<file path="src/rtl/sipo_deser.sv">
// Parametrised serial-in/parallel-out deserialiser with a valid/ready output register.
// Optional even-parity check: define SIPO_DESER_PARITY_EN to add a parity bit to each frame.
module sipo_deser #(
  parameter int WIDTH     = 8,
  parameter bit MSB_FIRST = 1'b1
) (
  input  logic                        clk,
  input  logic                        rst,
  input  logic                        sin,
  input  logic                        sin_valid,
  input  logic                        flush,
  output logic [WIDTH-1:0]            po,
  output logic                        po_valid,
  input  logic                        po_ready,
  output logic [$clog2(WIDTH+2)-1:0]  bit_cnt,
  output logic                        overrun,
  output logic                        par_err
);

  localparam int CW = $clog2(WIDTH + 2);
`ifdef SIPO_DESER_PARITY_EN
  localparam int FL = WIDTH + 1;
`else
  localparam int FL = WIDTH;
`endif
  localparam logic [CW-1:0] LAST_CNT = CW'(FL - 1);
  localparam logic [CW-1:0] DATA_CNT = CW'(WIDTH);

  logic [WIDTH-1:0] sr_q, sr_d;
  logic [CW-1:0]    cnt_q, cnt_d;
  logic [WIDTH-1:0] po_q, po_d;
  logic             po_valid_q, po_valid_d;
  logic             overrun_q, overrun_d;
  logic             accept, data_bit, complete, slot_free;
  logic [WIDTH-1:0] shifted, candidate;

  always_comb begin
    accept    = sin_valid && !flush;
    data_bit  = accept && (cnt_q < DATA_CNT);
    complete  = accept && (cnt_q == LAST_CNT);
    slot_free = !po_valid_q || po_ready;
    if (MSB_FIRST) shifted = {sr_q[WIDTH-2:0], sin};
    else           shifted = {sin, sr_q[WIDTH-1:1]};
`ifdef SIPO_DESER_PARITY_EN
    // The completing bit is the parity bit, so the word is already fully in sr.
    candidate = sr_q;
`else
    candidate = shifted;
`endif
  end

  // Assembly register and frame counter; flush wins over a same-cycle bit.
  always_comb begin
    sr_d  = sr_q;
    cnt_d = cnt_q;
    if (flush) begin
      sr_d  = '0;
      cnt_d = '0;
    end else if (accept) begin
      if (data_bit) sr_d = shifted;
      cnt_d = complete ? '0 : cnt_q + CW'(1);
    end
  end

  // Output handshake: a word is transferred on any edge where po_valid=1 and
  // po_ready=1. A completion may refill the slot on that same edge; a completion
  // while the slot is held (po_valid=1, po_ready=0) is dropped and flagged.
  always_comb begin
    po_d       = po_q;
    po_valid_d = po_valid_q;
    overrun_d  = 1'b0;
    if (po_valid_q && po_ready) po_valid_d = 1'b0;
    if (complete) begin
      if (slot_free) begin
        po_d       = candidate;
        po_valid_d = 1'b1;
      end else begin
        overrun_d  = 1'b1;
      end
    end
  end

  always_ff @(posedge clk) begin
    if (rst) begin
      sr_q       <= '0;
      cnt_q      <= '0;
      po_q       <= '0;
      po_valid_q <= 1'b0;
      overrun_q  <= 1'b0;
    end else begin
      sr_q       <= sr_d;
      cnt_q      <= cnt_d;
      po_q       <= po_d;
      po_valid_q <= po_valid_d;
      overrun_q  <= overrun_d;
    end
  end

`ifdef SIPO_DESER_PARITY_EN
  logic par_err_q, par_err_d;

  always_comb begin
    par_err_d = par_err_q;
    if (complete && slot_free) par_err_d = (^sr_q) ^ sin;
  end

  always_ff @(posedge clk) begin
    if (rst) par_err_q <= 1'b0;
    else     par_err_q <= par_err_d;
  end

  assign par_err = par_err_q;
`else
  assign par_err = 1'b0;
`endif

  assign po       = po_q;
  assign po_valid = po_valid_q;
  assign bit_cnt  = cnt_q;
  assign overrun  = overrun_q;

endmodule

</file>
<file path="config.mk">
export PLATFORM = sky130hd
export DESIGN_NAME = sipo_deser
export DESIGN_NICKNAME = d
export VERILOG_FILES = /design/src/rtl/sipo_deser.sv
export SDC_FILE = /design/constraint.sdc
export NUM_CORES = 1
export LEC_CHECK = 0
export ABC_CLOCK_PERIOD_IN_PS = 1200
export CAP_MARGIN = 20
export CORE_ASPECT_RATIO = 1.1
export CORE_MARGIN = 2
export CORE_UTILIZATION = 40
export DETAILED_ROUTE_END_ITERATION = 8
export PLACE_DENSITY_LB_ADDON = 0.3
export RECOVER_POWER = 25
export SYNTH_ARGS = -nofsm -noshare
export SYNTH_HDL_FRONTEND = slang
export SYNTH_SLANG_ARGS = --single-unit
</file>
<file path="constraint.sdc">
create_clock -name clk -period 1.2 [get_ports clk]
set_input_delay 0.12 -clock clk [delete_from_list [all_inputs] [get_ports clk]]
set_output_delay 0.12 -clock clk [all_outputs]
set_load 0.01 [all_outputs]
</file>
### Word level (Yosys, flattened, before mapping)

Cells that the tools add are included.

* word-level logic and storage cells: 25
* bits in read-only memories: 0
* bits in writable memories: 0
* register bits: 21
* bits of input ports: 6
* latch bits: 0
* memories kept: 0

* multiplexer cells: 5
* multipliers: 0
* divide/modulo/power cells: 0
* $lt $le $gt $ge: 1
* bitwise operators: 1
* equal/unequal tests: 1
* reduce and logical (&&, ||, !) cells: 11
* shift-type cells: 0
* add/subtract/negate cells: 1

Operators by type and width (count)
* 4-bit by 1-bit adder with 4-bit output, second input constant: 1
* 4-bit by 3-bit equality test with 1-bit output, second input constant: 1
* 1-bit logical AND: 4
* 4-bit less-than comparator, second input constant: 1
* 1-bit 2-to-1 mux: 4
* 4-bit 2-to-1 mux: 1
* 2-bit AND reduction: 2
* 2-bit OR reduction: 2
* 1-bit logical NOT: 2
* 1-bit logical OR: 1
* 1-bit inverter: 1

### Logic depth before layout (Yosys ltp)

Gate-level depths: netlist (run 1).

* depth after elaboration: 5
* gate-level depth with buffers: 5
* depth with buffers taken out: 4

### Least setup slack after synthesis (run 1)

OpenSTA, ideal clock, no wires.

* path type: reg2reg
* start point: register cnt_q[0] (netlist: bit_cnt[0])
* end point: register po_q[0] (netlist: po[0])
* stages on the path, launching flop included: 6
* data required time: 1.128 ns
* slack: -0.046 ns
* arrival: 1.174 ns
* path buffers: 1
* cell sequence: dfxtp_1 > ha_1 > inv_1 > nor3b_2 > buf_6 > mux2i_1

* cells in the longest elaborated chain, start to end: 3

RTL lines
* start: declaration: RTL line 30 `logic [CW-1:0] cnt_q, cnt_d;`
* start signal: assignment: RTL line 92 `cnt_q <= cnt_d;`
* 4-bit by 3-bit equality test with 1-bit output: RTL line 40 `complete = accept && (cnt_q == LAST_CNT);`
* 1-bit logical AND: RTL line 40
* 2-bit AND reduction (no source line)
* end signal: assignment: RTL line 93 `po_q <= po_d;`
* end: declaration: RTL line 31 `logic [WIDTH-1:0] po_q, po_d;`

Every way passes these cells.
A chain may end at the register's enable or synchronous reset.

### Worst setup path in the final report (run 1)

* start point: register cnt_q[1] (netlist: bit_cnt[1])
* end point: register po_q[4] (netlist: po[4])

The elaborated chain is that of the path after synthesis.

==> results of run 1 <==
==> placed cells by master (no fill, tap or decap), types with 2 or more instances in the layout <==
master / count
buf_4: 10
clkbuf_1: 2
mux2i_1: 16
clkbuf_4: 3
nor2_1: 9
a21oi_1: 3
clkdlybuf4s50_1: 5
clkdlybuf4s15_1: 4
nand2_1: 2
dfxtp_2: 3
nand2b_1: 18
dlygate4sd2_1: 10
dfxtp_1: 17
or2_2: 2
==> final timing paths <==
| check | startpoint | end | slack (ns) | cells past startpoint |
|---|---|---|---|---|
| max | bit_cnt[1] | po[4] | 0.01 | 5 |
| max reg2reg | bit_cnt[1] | po[4] | 0.01 | 5 |
| min | sin | po[0] | 0.44 | 3 |
| min reg2reg | po[6] | po[6] | 0.48 | 2 |
==> per-layer routing <==
metal  up-vias  track usage
met5         -            0
met4         0       0.0714
met3         2       0.0167
met2         9        0.252
met1       319        0.153
li1        350            -
==> tightest hold or removal path, cell delays in order <==
cell and delay, ns:
clkdlybuf4s50_1 0.43, nand2b_1 0.08, mux2i_1 0.06
==> sequential cells by signal, indices dropped and copies added (netlist names) <==
name      cells
bit_cnt       4
po_valid      1
po            8
overrun       1
sr_q          7
==> power groups by stage <==
stage / Combinational [µW] / Sequential (µW) / Clock (µW)
3_3_place_gp: 86.2 / 718 / 0
4_1_cts: 88.8 / 703 / 347
2_1_floorplan: 45.9 / 720 / 0
6_report: 86.7 / 702 / 328
5_1_grt: 94.4 / 702 / 375
3_5_place_dp: 87.7 / 718 / 0
==> logic make-up after synthesis <==
kind of cell / share of synthesized area
buffers and inverters: 0.0473
xor gates and xnor gates: 0.00974
muxes: 0.178
and+or+nand+nor: 0.257
DFF: 0.467
AOI/OAI and AO/OA: 0.0222
adders and majority gates: 0.0139
other: 0.00417
==> what timing repair did <==
item | in CTS | in global routing
pin swaps | 1 | 2
resized for setup | 21 | 6
setup buffers | 0 | 1
endpoints found under the setup margin | 22 | 19
==> stage by stage <==
| stage | util | hold WS [ns] | instance area [µm²] |
|---|---|---|---|
| finish | 0.563 | 0.437 | 1230 |
| global route | 0.563 | 0.467 | 1230 |
| CTS | 0.556 | 0.441 | 1210 |
| detailed placement | 0.537 | 0.460 | 1170 |
| global placement | 0.537 | 0.463 | 1170 |
| floorplan | - | 0.267 | 902 |
==> layout make-up <==
| class | count | area (µm²) |
|---|---|---|
| Clock buffer | 4 | 26.3 |
| Fill cell | 217 | 955 |
| Inverter | 1 | 3.75 |
| Multi-Input combinational cell | 61 | 467 |
| Sequential cell | 21 | 428 |
| Tap cell | 30 | 37.5 |
| Timing Repair Buffer | 31 | 268 |
==> out/qor.csv, run 1 <==
metric;value;unit
grt ovf;0;
DR top layer;met4;
Die ar.;2640;µm²
Routed met2 length;761;µm
sequential area share after synthesis;0.467;
VDD IR max;0.666;mV
Routability Congestion;0.733;
Post-Syn Area;900;µm²
CP delay by family, top;flip-flops;
syn avg cell area;10.1;µm²
Initial Util;0.412;
H-tree depth;1;
clk slew on worst S/H paths;0.11;ns
total wire length;1580;µm
M1 WL;762;µm
unrepaired setup endpoints after global routing;yes;
PD cells;908;nW/µm²
Total Power;1120;µW
Int Pwr;878;µW
antenna-violating nets left;0;
Leak;0.000473;µW
clk buf depth;2;
placed insts;143;
Post-synth EDFFs;0;
Rows;18;
part of the power in registers;0.628;
P_sw;238;µW
post-place setup slack;-0.293;ns
synth warn;0;
Sink Count;21;
Mapped Nets;96;
Synth-to-Final Area Change;36.7;%
Hold Buf Count CTS;0;
critical path endpoint category;register;
CP cell instances;ha_4, inv_2, nor3b_4, buf_6, mux2i_1;
Root Buffer Master;clkbuf_4;
max-capacitance violation count;0;
final number of setup-violating endpoints;0;
crit path DAT;1.41;ns
Iteration-0 DRC Markers;7;
Yosys reg bits;21;
Slowest Stage Delay on Critical Path;0.37;ns
status;completed;
Final TNS setup;0;ns
clock network power share;0.294;
Most used DFF post-synth;dfxtp_1;
WL per Instance;10.7;µm
post-layout min period;1.19;ns
FFs w/ async S/R, synth;0;
Die Wd;49.2;µm
Worst Hold Class;input pin to register;
CP Class;register to register;
CTS buffer count;3;
Synth top cells by count;21 x dfxtp_1, 18 x nand2b_1, 16 x mux2i_1, 9 x nor2_1, 3 x a21oi_1;
drt via density;4.59;
# IOs;21;
Worst-Skew Late Latency;0.29;ns
cell accounting for the most synthesized area;dfxtp_1;
# DRC;0;
Area contributors post-synth;dfxtp_1 47%, mux2i_1 18%, nand2b_1 13%;
largest net degree at the start of global routing;19;
drt first pass iters;4;
Clock Skews;0.00362;ns
Inserted Diodes;0;
final hold viol count;0;
Syn Inst Count;89;
most frequent cell after synthesis;dfxtp_1;
switch share;0.213;
Pins Over Slew Limit;0;
hpwl dp;1200;µm
top cell type's share of synthesized area;0.467;
crit-path max FO;8;
distinct cell type count after synthesis;22;
Final Cycle Share;0.989;
fmax;0.843;GHz
share of layout cells above drive strength 1;0.212;
initial antenna violation count;0;
critical path's slowest cell;dfxtp_2;
CP Launch Type;register;
routed wl met3;45;µm
Buf/Inv on CP;2;
setup ws final;0.0136;ns
Vias;680;
final net count;126;
Core Region;2180;µm²
TritonCTS clock tree;built;
Port Buffers;19;
Worst EP required;1.43;ns
first-pass GRT wire length;2730;µm
GRT Util Overall;0.135;
Comb power frac;0.078;
post-route non-filler standard cell count;148;
vias in the first global route;638;
Die Ht;53.7;µm
No activity file was read; power rests on OpenSTA's default activity.
==> inputs of run 2 (changes only) <==
--- a/config.mk
+++ b/config.mk
@@ -11,6 +11,7 @@
 export CORE_MARGIN = 2
 export CORE_UTILIZATION = 40
 export DETAILED_ROUTE_END_ITERATION = 8
+export HOLD_SLACK_MARGIN = 0.02
 export PLACE_DENSITY_LB_ADDON = 0.3
 export RECOVER_POWER = 25
 export SYNTH_ARGS = -nofsm -noshare
==> results of run 2 <==
The final DEF is identical to that of run 1; final timing and power are the same.
